## config.mk

```make
export PLATFORM = sky130hd
export DESIGN_NAME = panel_reader
export DESIGN_NICKNAME = d
export VERILOG_FILES = /design/src/rtl/panel_reader.sv
export SDC_FILE = /design/constraint.sdc
export NUM_CORES = 1
export LEC_CHECK = 0
export CAP_MARGIN = 20
export CORE_MARGIN = 4
export CORE_UTILIZATION = 30
export DETAILED_ROUTE_END_ITERATION = 10
export MAX_ROUTING_LAYER = met4
export PLACE_DENSITY = 0.57
export SYNTH_ARGS = -nofsm -noshare
export SYNTH_HDL_FRONTEND = slang
export SYNTH_SLANG_ARGS = --single-unit
```

## constraint.sdc

```tcl
create_clock -name clk_i -period 2.1 [get_ports clk_i]
set_clock_uncertainty 0.05 [all_clocks]
set_input_delay 0.42 -clock clk_i [delete_from_list [all_inputs] [get_ports clk_i]]
set_output_delay 0.42 -clock clk_i [all_outputs]
set_load 0.01 [all_outputs]
```

## src/rtl/panel_reader.sv

```systemverilog
// panel_reader: front-panel input block. Slide switches are staged into a
// 32-bit word through debounced L/R/D buttons and committed with C over a
// valid/ready handshake; a commit is discarded (drop_o) while the previous word
// is still unaccepted.
// Optional feature macro: PANEL_READER_SW_DEBOUNCE_EN (debounce every switch bit
// and load the debounced levels instead of the merely synchronized ones).
module panel_reader #(
  parameter int DEBOUNCE_CYCLES = 1000000
) (
  input  logic        clk_i,
  input  logic        rst_i,
  input  logic [15:0] sw_i,
  input  logic [3:0]  btn_i,
  input  logic        ready_i,
  output logic [31:0] data_o,
  output logic        valid_o,
  output logic [31:0] preview_o,
  output logic        drop_o
);

  localparam int CW = $clog2(DEBOUNCE_CYCLES);
  localparam logic [CW-1:0] CNT_LAST = CW'(DEBOUNCE_CYCLES - 1);

`ifdef PANEL_READER_SW_DEBOUNCE_EN
  // Buttons occupy bits [3:0], switches bits [19:4] of the debounced vector.
  localparam int NDB = 20;
`else
  localparam int NDB = 4;
`endif

  logic [15:0]    sw_meta_reg;
  logic [15:0]    sw_sync_reg;
  logic [3:0]     btn_meta_reg;
  logic [3:0]     btn_sync_reg;
  logic [NDB-1:0] db_in;
  logic [NDB-1:0] db_level;
  logic [3:0]     btn_prev_reg;
  logic [3:0]     press;
  logic [15:0]    sw_load;
  logic [15:0]    hi_next;
  logic [15:0]    lo_next;

  // Two-flop synchronizers for every asynchronous panel input.
  always_ff @(posedge clk_i) begin
    if (!rst_i) begin
      sw_meta_reg  <= '0;
      sw_sync_reg  <= '0;
      btn_meta_reg <= '0;
      btn_sync_reg <= '0;
    end else begin
      sw_meta_reg  <= sw_i;
      sw_sync_reg  <= sw_meta_reg;
      btn_meta_reg <= btn_i;
      btn_sync_reg <= btn_meta_reg;
    end
  end

`ifdef PANEL_READER_SW_DEBOUNCE_EN
  assign db_in   = {sw_sync_reg, btn_sync_reg};
  assign sw_load = db_level[19:4];
`else
  assign db_in   = btn_sync_reg;
  assign sw_load = sw_sync_reg;
`endif

  generate
    for (genvar gi = 0; gi < NDB; gi++) begin : g_db
      logic [CW-1:0] cnt_reg;
      logic          level_reg;

      // Accept a new level only after it has differed for DEBOUNCE_CYCLES cycles.
      always_ff @(posedge clk_i) begin
        if (!rst_i) begin
          cnt_reg   <= '0;
          level_reg <= 1'b0;
        end else if (db_in[gi] == level_reg) begin
          cnt_reg <= '0;
        end else if (cnt_reg == CNT_LAST) begin
          cnt_reg   <= '0;
          level_reg <= ~level_reg;
        end else begin
          cnt_reg <= cnt_reg + 1'b1;
        end
      end

      assign db_level[gi] = level_reg;
    end
  endgenerate

  // Previous debounced button levels, for rising-edge (press) detection.
  always_ff @(posedge clk_i) begin
    if (!rst_i) begin
      btn_prev_reg <= '0;
    end else begin
      btn_prev_reg <= db_level[3:0];
    end
  end

  // Press pulses: one cycle on the debounced 0->1 edge; releases are ignored.
  assign press = db_level[3:0] & ~btn_prev_reg;

  // Staging update; clear wins over loads in the same cycle.
  always_comb begin
    hi_next = preview_o[31:16];
    lo_next = preview_o[15:0];
    if (press[3]) begin
      hi_next = '0;
      lo_next = '0;
    end else begin
      if (press[0]) hi_next = sw_load;
      if (press[1]) lo_next = sw_load;
    end
  end

  // Staging word register; it is shown directly on the display.
  always_ff @(posedge clk_i) begin
    if (!rst_i) begin
      preview_o <= '0;
    end else begin
      preview_o <= {hi_next, lo_next};
    end
  end

  // Commit handshake: commit the post-update staging word, or drop it when
  // the consumer still holds off the previous word.
  always_ff @(posedge clk_i) begin
    if (!rst_i) begin
      data_o  <= '0;
      valid_o <= 1'b0;
      drop_o  <= 1'b0;
    end else begin
      drop_o <= 1'b0;
      if (press[2]) begin
        if (!valid_o || ready_i) begin
          data_o  <= {hi_next, lo_next};
          valid_o <= 1'b1;
        end else begin
          drop_o <= 1'b1;
        end
      end else if (valid_o && ready_i) begin
        valid_o <= 1'b0;
      end
    end
  end

endmodule
```

==> results.yml, run 1 <==
global_route:
  antenna_found_initial: 0
  grt_overflow: 0
  grt_pass1_vias: 5101
  grt_usage: 0.123
  grt_pass1_wl_mm: 26.1
  grt_max_degree: 66
timing:
  period_minus_slack_ns: 2.03
  tns_ns: 0
  max_freq_mhz: 493
  drv_slew: 0
  setup_violations: 0
  rsz0062_at_grt: "false"
  hold_violations: 0
  fin_crit_sh: 0.965
  worst_slack_ns: 0.0726
  relSlewSlack: 0.734
  worst_slew_pin_slew_ns: 0.395
floorplanning:
  std_cell_rows: 57
  initial_core_util: 0.305
  die_area_mm2: 0.0273
  fp.dieW_um: 165
  fp.coreArea_mm2: 0.0243
  die_h_um: 165
  pin_count: 89
synthesis:
  synth.distinct_cells: 39
  yosysWarnings: 0
  async_reset_ff_frac: 0
  avgSynthCellArea_um2: 9.36
  seq_area_frac_synth: 0.523
  synth_commonest_cells: "194 x dfxtp_1, 60 x nor2_1, 57 x a21oi_1"
  yosys.area.top_type: "dfxtp_1"
  synth_top_flop_cell: "dfxtp_1"
  syn-instance-count: 793
  synth.top_cell.area_share: 0.523
  synth_seq_cells: 194
  synthMostInstantiatedCell: "dfxtp_1"
  synth-edff-count: 0
  synth_nets: 820
  synthTopCellsByArea: "dfxtp_1 52%, mux2i_1 4.3%, and2_1 4.0%"
  syn_area_mm2: 0.00743
clock_network:
  clock-sinks: 194
  numCtsBuffers: 17
  cts_buffer_depth: 2
  root_buffer: "clkbuf_16"
  clkTransAtPathRegs_ns: 0.08
  cts_tree: "built"
  htreeDepth: 4
  postCtsSetupRepairBufs: 0
  clk_latency_ns: 0.43
drt:
  wl_per_cell_um: 13.4
  post_drt_via_cell_ratio: 4.63
  first_iter_violations: 273
  drtAntennaViolNets: 0
  drc_errors: 0
  vias: 5615
  dr.pass1.iters: 6
  wl_mm: 16.2
pwr:
  ir_drop_mv: 0.478
  p_per_area_mw_per_mm2: 758
  p_total_w: 0.00709
  p_leak_nw: 3.30
critical_path:
  r2r_end: "g_db[2].cnt_reg[18]"
  cp-start-kind: "flop"
  worstSetupPathType: "flop to flop"
  r2r_slack_ns: 0.07
  worst_ep_arrival_time_ns: 2.29
  reg2reg_from: "g_db[2].cnt_reg[12]"
  critPathMaxFanout: 19
  worstRegToRegCells: 5
  end_kind: "flop"
  required_ns: 2.36
min_path:
  hold_path_depth: 3
  hp-class: "input port to flop"
  min_from: "rst_i"
  min_to: "valid_o"
run_status:
  outcome: "finished clean"
placed_design:
  pre_cts_slack_ns: 0.0123
  numPortBuffers: 88
  place_hpwl_mm: 11.3
  routabilityCongestion: 0.760
layout:
  fillers: 2464
  drive_above_1_share: 0.0754
  diodes: 0
  largest_reg_flops: 80
  nNetsFinal: 903
  final_util: 0.385
  syn_to_final_growth_pct: 26.0
flow_run:
  max-cap-violations: 0
placed cells by master, fill, tap and decap left out, types with 20 or more instances in the layout:
| cell | n |
|---|---|
| nand3_1 | 29 |
| or3_1 | 43 |
| nor3_1 | 44 |
| nand2_1 | 52 |
| nand4_1 | 22 |
| mux2i_1 | 32 |
| xnor2_1 | 22 |
| clkdlybuf4s50_1 | 87 |
| and2_1 | 47 |
| xor2_1 | 32 |
| dfxtp_1 | 193 |
| nor2_1 | 60 |
| buf_4 | 20 |
| a21oi_1 | 57 |
report_power, final:
| part | internal (W) | total [W] | switching (W) | leakage [nW] |
|---|---|---|---|---|
| Combinational | 0.0000680 | 0.000133 | 0.0000652 | 1.44 |
| Sequential | 0.00371 | 0.00373 | 0.0000211 | 1.57 |
| Clock | 0.00162 | 0.00323 | 0.00161 | 0.294 |
worst max-delay path, stage by stage, from the launching register on:
cell      delay [ns]
dfxtp_1         0.32
or4_4           0.53
or4_4           0.59
o211ai_4        0.20
buf_12          0.17
a21oi_1         0.05
per-stage QoR:
stage | cells | area [um^2] | hold WS (ns)
final | 1213 | 9350 | 0.282
after global routing | 1213 | 9350 | 0.298
after CTS | 1213 | 9350 | 0.270
after detailed placement | 1181 | 8740 | 0.369
after global placement | 1181 | 8740 | 0.367
after floorplan | 793 | 7430 | 0.362
logic make-up after synthesis:
kind of cell    after synthesis  share of synthesized area
simple gates                355                      0.259
flops                       194                      0.523
compound gates               88                     0.0669
buf+inv                      66                     0.0371
xor+xnor                     54                     0.0637
mux                          32                     0.0431
fa+ha+maj                     4                    0.00674
worst max path at each step:
stage | start | end | slack (ns) | cells past startpoint
floorplan | g_db[2].cnt_reg[12] | g_db[2].cnt_reg[11] | 0.05 | 5
global placement | ready_i | data_o[31] | 0.03 | 6
detailed placement | ready_i | data_o[31] | 0.01 | 6
CTS | g_db[2].cnt_reg[11] | g_db[2].cnt_reg[18] | 0.06 | 5
global route | g_db[2].cnt_reg[11] | g_db[2].cnt_reg[5] | 0.01 | 5
finish | g_db[2].cnt_reg[12] | g_db[2].cnt_reg[18] | 0.07 | 5
metal layers:
| layer | routed length [um] | track usage | vias to the layer above |
|---|---|---|---|
| li1 | - | - | 2918 |
| met1 | 8180 | 0.172 | 2613 |
| met2 | 7280 | 0.182 | 72 |
| met3 | 612 | 0.0271 | 12 |
| met4 | 133 | 0.0307 | 0 |
| met5 | 0 | - | - |
layout make-up:
type	count	area [um^2]	area share
flip-flops and latches	194	3880	0.415
multi-input cells	533	3280	0.350
repair buffers	112	1110	0.118
clock buffers	17	425	0.0455
well taps	324	405	0.0433
clock inverters	15	186	0.0199
inverters	18	67.6	0.00722
repair_timing:
action,4_1_cts,5_1_grt
setup endpoints to repair,0,19
resized for setup,0,2
hold endpoints to repair,0,0
hold buffers,0,0
No activity file was read; power rests on OpenSTA's default activity.
==> run 2: changes to the inputs <==
--- a/config.mk
+++ b/config.mk
@@ -6,11 +6,13 @@
 export NUM_CORES = 1
 export LEC_CHECK = 0
 export CAP_MARGIN = 20
+export CORE_ASPECT_RATIO = 1.75
 export CORE_MARGIN = 4
 export CORE_UTILIZATION = 30
 export DETAILED_ROUTE_END_ITERATION = 10
+export GPL_ROUTABILITY_DRIVEN = 0
 export MAX_ROUTING_LAYER = met4
-export PLACE_DENSITY = 0.57
+export PLACE_DENSITY = 0.62
 export SYNTH_ARGS = -nofsm -noshare
 export SYNTH_HDL_FRONTEND = slang
 export SYNTH_SLANG_ARGS = --single-unit
==> run 2 against run 1 <==
  * Critical endpoint unchanged
  * Worst setup slack gained 0.023 ns
  * Maximum frequency grew 1.2%
  * Routed wire length grew 1.5%
  * Highest routed layer unchanged
  * Sequential cell count is the same
  * Hold slack gained 0.096 ns
  * Critical path type unchanged
  * Via count grew 1.5%
  * Global-route usage grew 0.25 points
  * Final cell count shrank 1.1%
==> results.yml, run 2 (same netlist as run 1, synthesis figures left out) <==
floorplanning:
  die_h_um: 216
  die_area_mm2: 0.0274
  fp.coreArea_mm2: 0.0242
  initial_core_util: 0.307
  pin_count: 89
  fp.dieW_um: 127
  std_cell_rows: 75
clock_network:
  clock-sinks: 194
  htreeDepth: 4
  postCtsHoldBufs: 0
  clkTransAtPathRegs_ns: 0.09
  cts_buffer_depth: 2
  cts_tree: "built"
  numCtsBuffers: 17
  root_buffer: "clkbuf_16"
  post_cts_resized: 0
  clk_latency_ns: 0.44
  postCtsSetupRepairBufs: 0
critical_path:
  critPathMaxFanout: 19
  worstSetupPathType: "flop to flop"
  cp-start-kind: "flop"
  end_kind: "flop"
  r2r_slack_ns: 0.1
  worstRegToRegCells: 5
  reg2reg_from: "g_db[2].cnt_reg[11]"
  worst_ep_arrival_time_ns: 2.27
  r2r_end: "g_db[2].cnt_reg[18]"
  required_ns: 2.37
drt:
  wl_mm: 16.4
  vias: 5702
  dr.pass1.iters: 4
  wl_per_cell_um: 13.7
  post_drt_via_cell_ratio: 4.75
  first_iter_violations: 320
  drc_errors: 0
  drtAntennaViolNets: 0
layout:
  final_cell_mix: "194 x dfxtp_1, 88 x clkdlybuf4s50_1, 60 x nor2_1, 57 x a21oi_1, 52 x nand2_1"
  register_area_mm2: 0.00388
  nNetsFinal: 906
  largest_reg_flops: 80
  mostFrequentLayoutCell: "dfxtp_1"
  drive_above_1_share: 0.0751
  diodes: 0
  syn_to_final_growth_pct: 26.5
  multi_input_area_mm2: 0.00327
  fillers: 2458
min_path:
  min_to: "sw_load[2]"
  hold_path_depth: 1
  hp-class: "flop to flop"
  min_from: "sw_meta_reg[2]"
timing:
  worst_slack_ns: 0.0960
  drv_slew: 0
  relSlewSlack: 0.754
  setup_violations: 0
  fin_crit_sh: 0.954
  worst_slew_pin_slew_ns: 0.366
  period_minus_slack_ns: 2.00
  hold_violations: 0
  max_freq_mhz: 499
  rsz0062_at_grt: "false"
  tns_ns: 0
global_route:
  grt_pass1_wl_mm: 27.2
  grt_max_degree: 66
  grt_overflow: 0
  antenna_found_initial: 0
  grt_usage: 0.126
  grt_pass1_vias: 5516
pwr:
  p_per_area_mw_per_mm2: 769
  p_leak_nw: 3.33
  ir_drop_mv: 0.544
  p_total_w: 0.00722
run_status:
  outcome: "finished clean"
flow_run:
  max-cap-violations: 0
placed_design:
  pre_cts_slack_ns: -0.0146
  numPortBuffers: 88
  place_hpwl_mm: 11.9
[run 2: worst max path at each step]
| stage | start | to | slack [ns] | depth (start not counted) |
|---|---|---|---|---|
| 2_1_floorplan | g_db[2].cnt_reg[12] | g_db[2].cnt_reg[11] | 0.05 | 5 |
| 3_3_place_gp | ready_i | data_o[31] | -0.03 | 6 |
| 3_5_place_dp | ready_i | data_o[31] | -0.01 | 6 |
| 4_1_cts | g_db[2].cnt_reg[14] | g_db[2].cnt_reg[18] | 0.08 | 5 |
| 5_1_grt | g_db[2].cnt_reg[11] | g_db[2].cnt_reg[16] | 0.03 | 5 |
| 6_report | g_db[2].cnt_reg[11] | g_db[2].cnt_reg[18] | 0.1 | 5 |
[run 2: area by class of cell]
type / count / share of cell area
timing repair buffer: 115 / 0.122
clock buffer: 17 / 0.0453
sequential: 194 / 0.414
inverter: 18 / 0.00719
multi-input combinational: 533 / 0.349
clock inverter: 15 / 0.0222
tap: 308 / 0.0410
[run 2: per-stage QoR]
step                hold slack [ns]  cells   util  instance area, um^2
CTS                           0.382   1200  0.388                 9390
global placement              0.367   1168  0.362                 8760
finish                        0.379   1200  0.388                 9390
floorplan                     0.362    793      -                 7430
global route                  0.385   1200  0.388                 9390
detailed placement            0.368   1168  0.362                 8760
[run 2: power breakdown]
part           switching [W]  internal [W]
Clock                0.00169       0.00167
Sequential         0.0000222       0.00371
Combinational      0.0000652     0.0000709
[run 2: critical path: stages, from the launching register on]
cell and delay [ns]:
dfxtp_1 0.33, or4_1 0.50, or4_4 0.59, o211ai_4 0.20, buf_12 0.17, a21oi_1 0.05
[run 2: routing by layer]
layer | track usage | up-vias | wire length (um)
li1 | - | 2927 | -
met4 | 0.0422 | 0 | 231
met5 | - | - | 0
met3 | 0.0239 | 15 | 548
met2 | 0.230 | 103 | 8890
met1 | 0.134 | 2657 | 6780
==> run 3: changes to the inputs <==
--- a/config.mk
+++ b/config.mk
@@ -6,13 +6,15 @@
 export NUM_CORES = 1
 export LEC_CHECK = 0
 export CAP_MARGIN = 20
+export CELL_PAD_IN_SITES_DETAIL_PLACEMENT = 2
+export CELL_PAD_IN_SITES_GLOBAL_PLACEMENT = 2
 export CORE_ASPECT_RATIO = 1.75
 export CORE_MARGIN = 4
 export CORE_UTILIZATION = 30
 export DETAILED_ROUTE_END_ITERATION = 10
 export GPL_ROUTABILITY_DRIVEN = 0
 export MAX_ROUTING_LAYER = met4
-export PLACE_DENSITY = 0.62
+export PLACE_DENSITY = 0.85
 export SYNTH_ARGS = -nofsm -noshare
 export SYNTH_HDL_FRONTEND = slang
 export SYNTH_SLANG_ARGS = --single-unit
==> run 3 against run 2 <==
  * Register-to-register slack worse by 0.04 ns
  * Worst setup slack worse by 0.038 ns
  * Hold slack worse by 0.017 ns
  * Die area stayed put
  * Clock-buffer cell count is 2 higher
  * Maximum frequency is 1.8% lower
  * Sequential power hardly changed
  * Via count is 5.3% higher
  * Final area is 0.95% lower
  * Final cell count is 0.25% lower
  * Routed wire length is 31% higher
  * Critical path depth stayed put
  * Critical path type unchanged
  * Critical endpoint is now g_db[2].cnt_reg[12]
  * Largest cell class unchanged
==> results.yml, run 3 (same netlist as run 1, synthesis figures left out) <==
drt:
  drtAntennaViolNets: 0
  first_iter_violations: 278
  drc_errors: 0
  wl_per_cell_um: 17.9
  dr.pass1.iters: 4
  post_drt_via_cell_ratio: 5.01
  wl_mm: 21.5
  vias: 6002
floorplanning:
  std_cell_rows: 75
  die_area_mm2: 0.0274
  initial_core_util: 0.307
  fp.dieW_um: 127
  pin_count: 89
  die_h_um: 216
  fp.coreArea_mm2: 0.0242
clock_network:
  htreeDepth: 4
  postCtsSetupRepairBufs: 0
  clock-sinks: 194
  root_buffer: "clkbuf_16"
  cts_tree: "built"
  clk_latency_ns: 0.45
  postCtsHoldBufs: 0
  post_cts_resized: 0
  cts_buffer_depth: 2
  clkTransAtPathRegs_ns: 0.07
  numCtsBuffers: 17
min_path:
  hp-class: "input port to flop"
  hold_path_depth: 2
  min_to: "g_db[2].level_reg"
  min_from: "rst_i"
layout:
  syn_to_final_growth_pct: 25.3
  nNetsFinal: 903
  final_util: 0.384
  fin_area_mm2: 0.00930
  drive_above_1_share: 0.0720
  fillers: 2609
  largest_reg_flops: 80
  final_cell_mix: "194 x dfxtp_1, 87 x clkdlybuf4s50_1, 60 x nor2_1, 57 x a21oi_1, 52 x nand2_1"
  mostFrequentLayoutCell: "dfxtp_1"
  diodes: 0
critical_path:
  critPathMaxFanout: 19
  r2r_end: "g_db[2].cnt_reg[12]"
  worstSetupPathType: "flop to flop"
  worst_ep_arrival_time_ns: 2.33
  critPathMaxStageDelay_ns: 0.59
  end_kind: "flop"
  crit_chain: "or4_1 -> or4_4 -> o211ai_4 -> buf_12 -> nor2_1"
  cp-start-kind: "flop"
  r2r_slack_ns: 0.06
  crit_slowest_cell: "or4_4"
  required_ns: 2.39
  reg2reg_from: "g_db[2].cnt_reg[12]"
  worstRegToRegCells: 5
timing:
  setup_violations: 0
  relSlewSlack: 0.738
  max_freq_mhz: 490
  whs_ns: 0.361
  hold_violations: 0
  fin_crit_sh: 0.972
  worst_slew_pin_slew_ns: 0.393
  period_minus_slack_ns: 2.04
  rsz0062_at_grt: "false"
  drv_slew: 0
global_route:
  grt_pass1_vias: 6795
  antenna_found_initial: 0
  grt_usage: 0.165
  grt_max_degree: 68
  grt_pass1_wl_mm: 35.1
  grt_overflow: 0
placed_design:
  numPortBuffers: 88
  placed_area_mm2: 0.00872
  place_hpwl_mm: 15.2
pwr:
  p_per_area_mw_per_mm2: 766
  p_leak_nw: 3.30
  ir_drop_mv: 0.624
run_status:
  outcome: "finished clean"
flow_run:
  max-cap-violations: 0
-- run 3: cell types whose count changed in the layout (fill, tap and decap cells not counted), moves of 2 or more --
cell | previous run | this run
inv_6 | 3 | 5
buf_4 | 22 | 20
clkinv_8 | 5 | 1
inv_12 | 5 | 0
-- run 3: routing by layer --
metal	wire, um	GRT usage	vias up	part of all wire
met5	0	-	-	0
met4	447	0.0594	0	0.021
met3	537	0.0318	27	0.025
met2	12200	0.316	89	0.57
met1	8240	0.162	2987	0.38
li1	-	-	2899	-
-- run 3: worst max-delay path, delay by kind of cell (launching register included) --
kind / cells / cell delay (ns)
compound gates: 1 / 0.20
buf+inv: 1 / 0.18
flops: 1 / 0.33
simple gates: 3 / 1.18
-- run 3: area by class of cell --
class                      instances  area [um^2]  area share
sequential                       194         3880       0.417
multi-input combinational        533         3270       0.352
clock buffer                      19          443      0.0476
tap                              308          385      0.0414
timing repair buffer             112         1110       0.119
inverter                          18         67.6     0.00726
clock inverter                    13          143      0.0153
-- run 3: per-stage QoR --
step / cells / setup TNS, ns / setup slack, ns / total power (W)
after global placement: 1165 / 0 / 0.0416 / 0.00396
after detailed placement: 1165 / -0.0143 / -0.0127 / 0.00397
after global routing: 1197 / 0 / 0.00308 / 0.00741
after CTS: 1197 / 0 / 0.0404 / 0.00724
after floorplan: 793 / 0 / 0.0503 / 0.00388
final: 1197 / 0 / 0.0582 / 0.00713
-- run 3: worst max-delay path by stage --
stage                     cells after the start             endpoint           startpoint
after floorplan                               5  g_db[2].cnt_reg[11]  g_db[2].cnt_reg[12]
after global placement                        6           data_o[31]              ready_i
after detailed placement                      6            data_o[0]              ready_i
after CTS                                     5  g_db[2].cnt_reg[12]  g_db[2].cnt_reg[12]
after global routing                          5   g_db[2].cnt_reg[2]  g_db[2].cnt_reg[11]
final                                         5  g_db[2].cnt_reg[12]  g_db[2].cnt_reg[12]
-- run 3: where the power goes --
| group | internal [W] | switching, W | total, W | leakage [nW] |
|---|---|---|---|---|
| Sequential | 0.00371 | 0.0000228 | 0.00374 | 1.57 |
| Clock | 0.00171 | 0.00154 | 0.00325 | 0.286 |
| Combinational | 0.0000677 | 0.0000710 | 0.000139 | 1.44 |
| Total | 0.00549 | 0.00163 | 0.00713 | 3.30 |
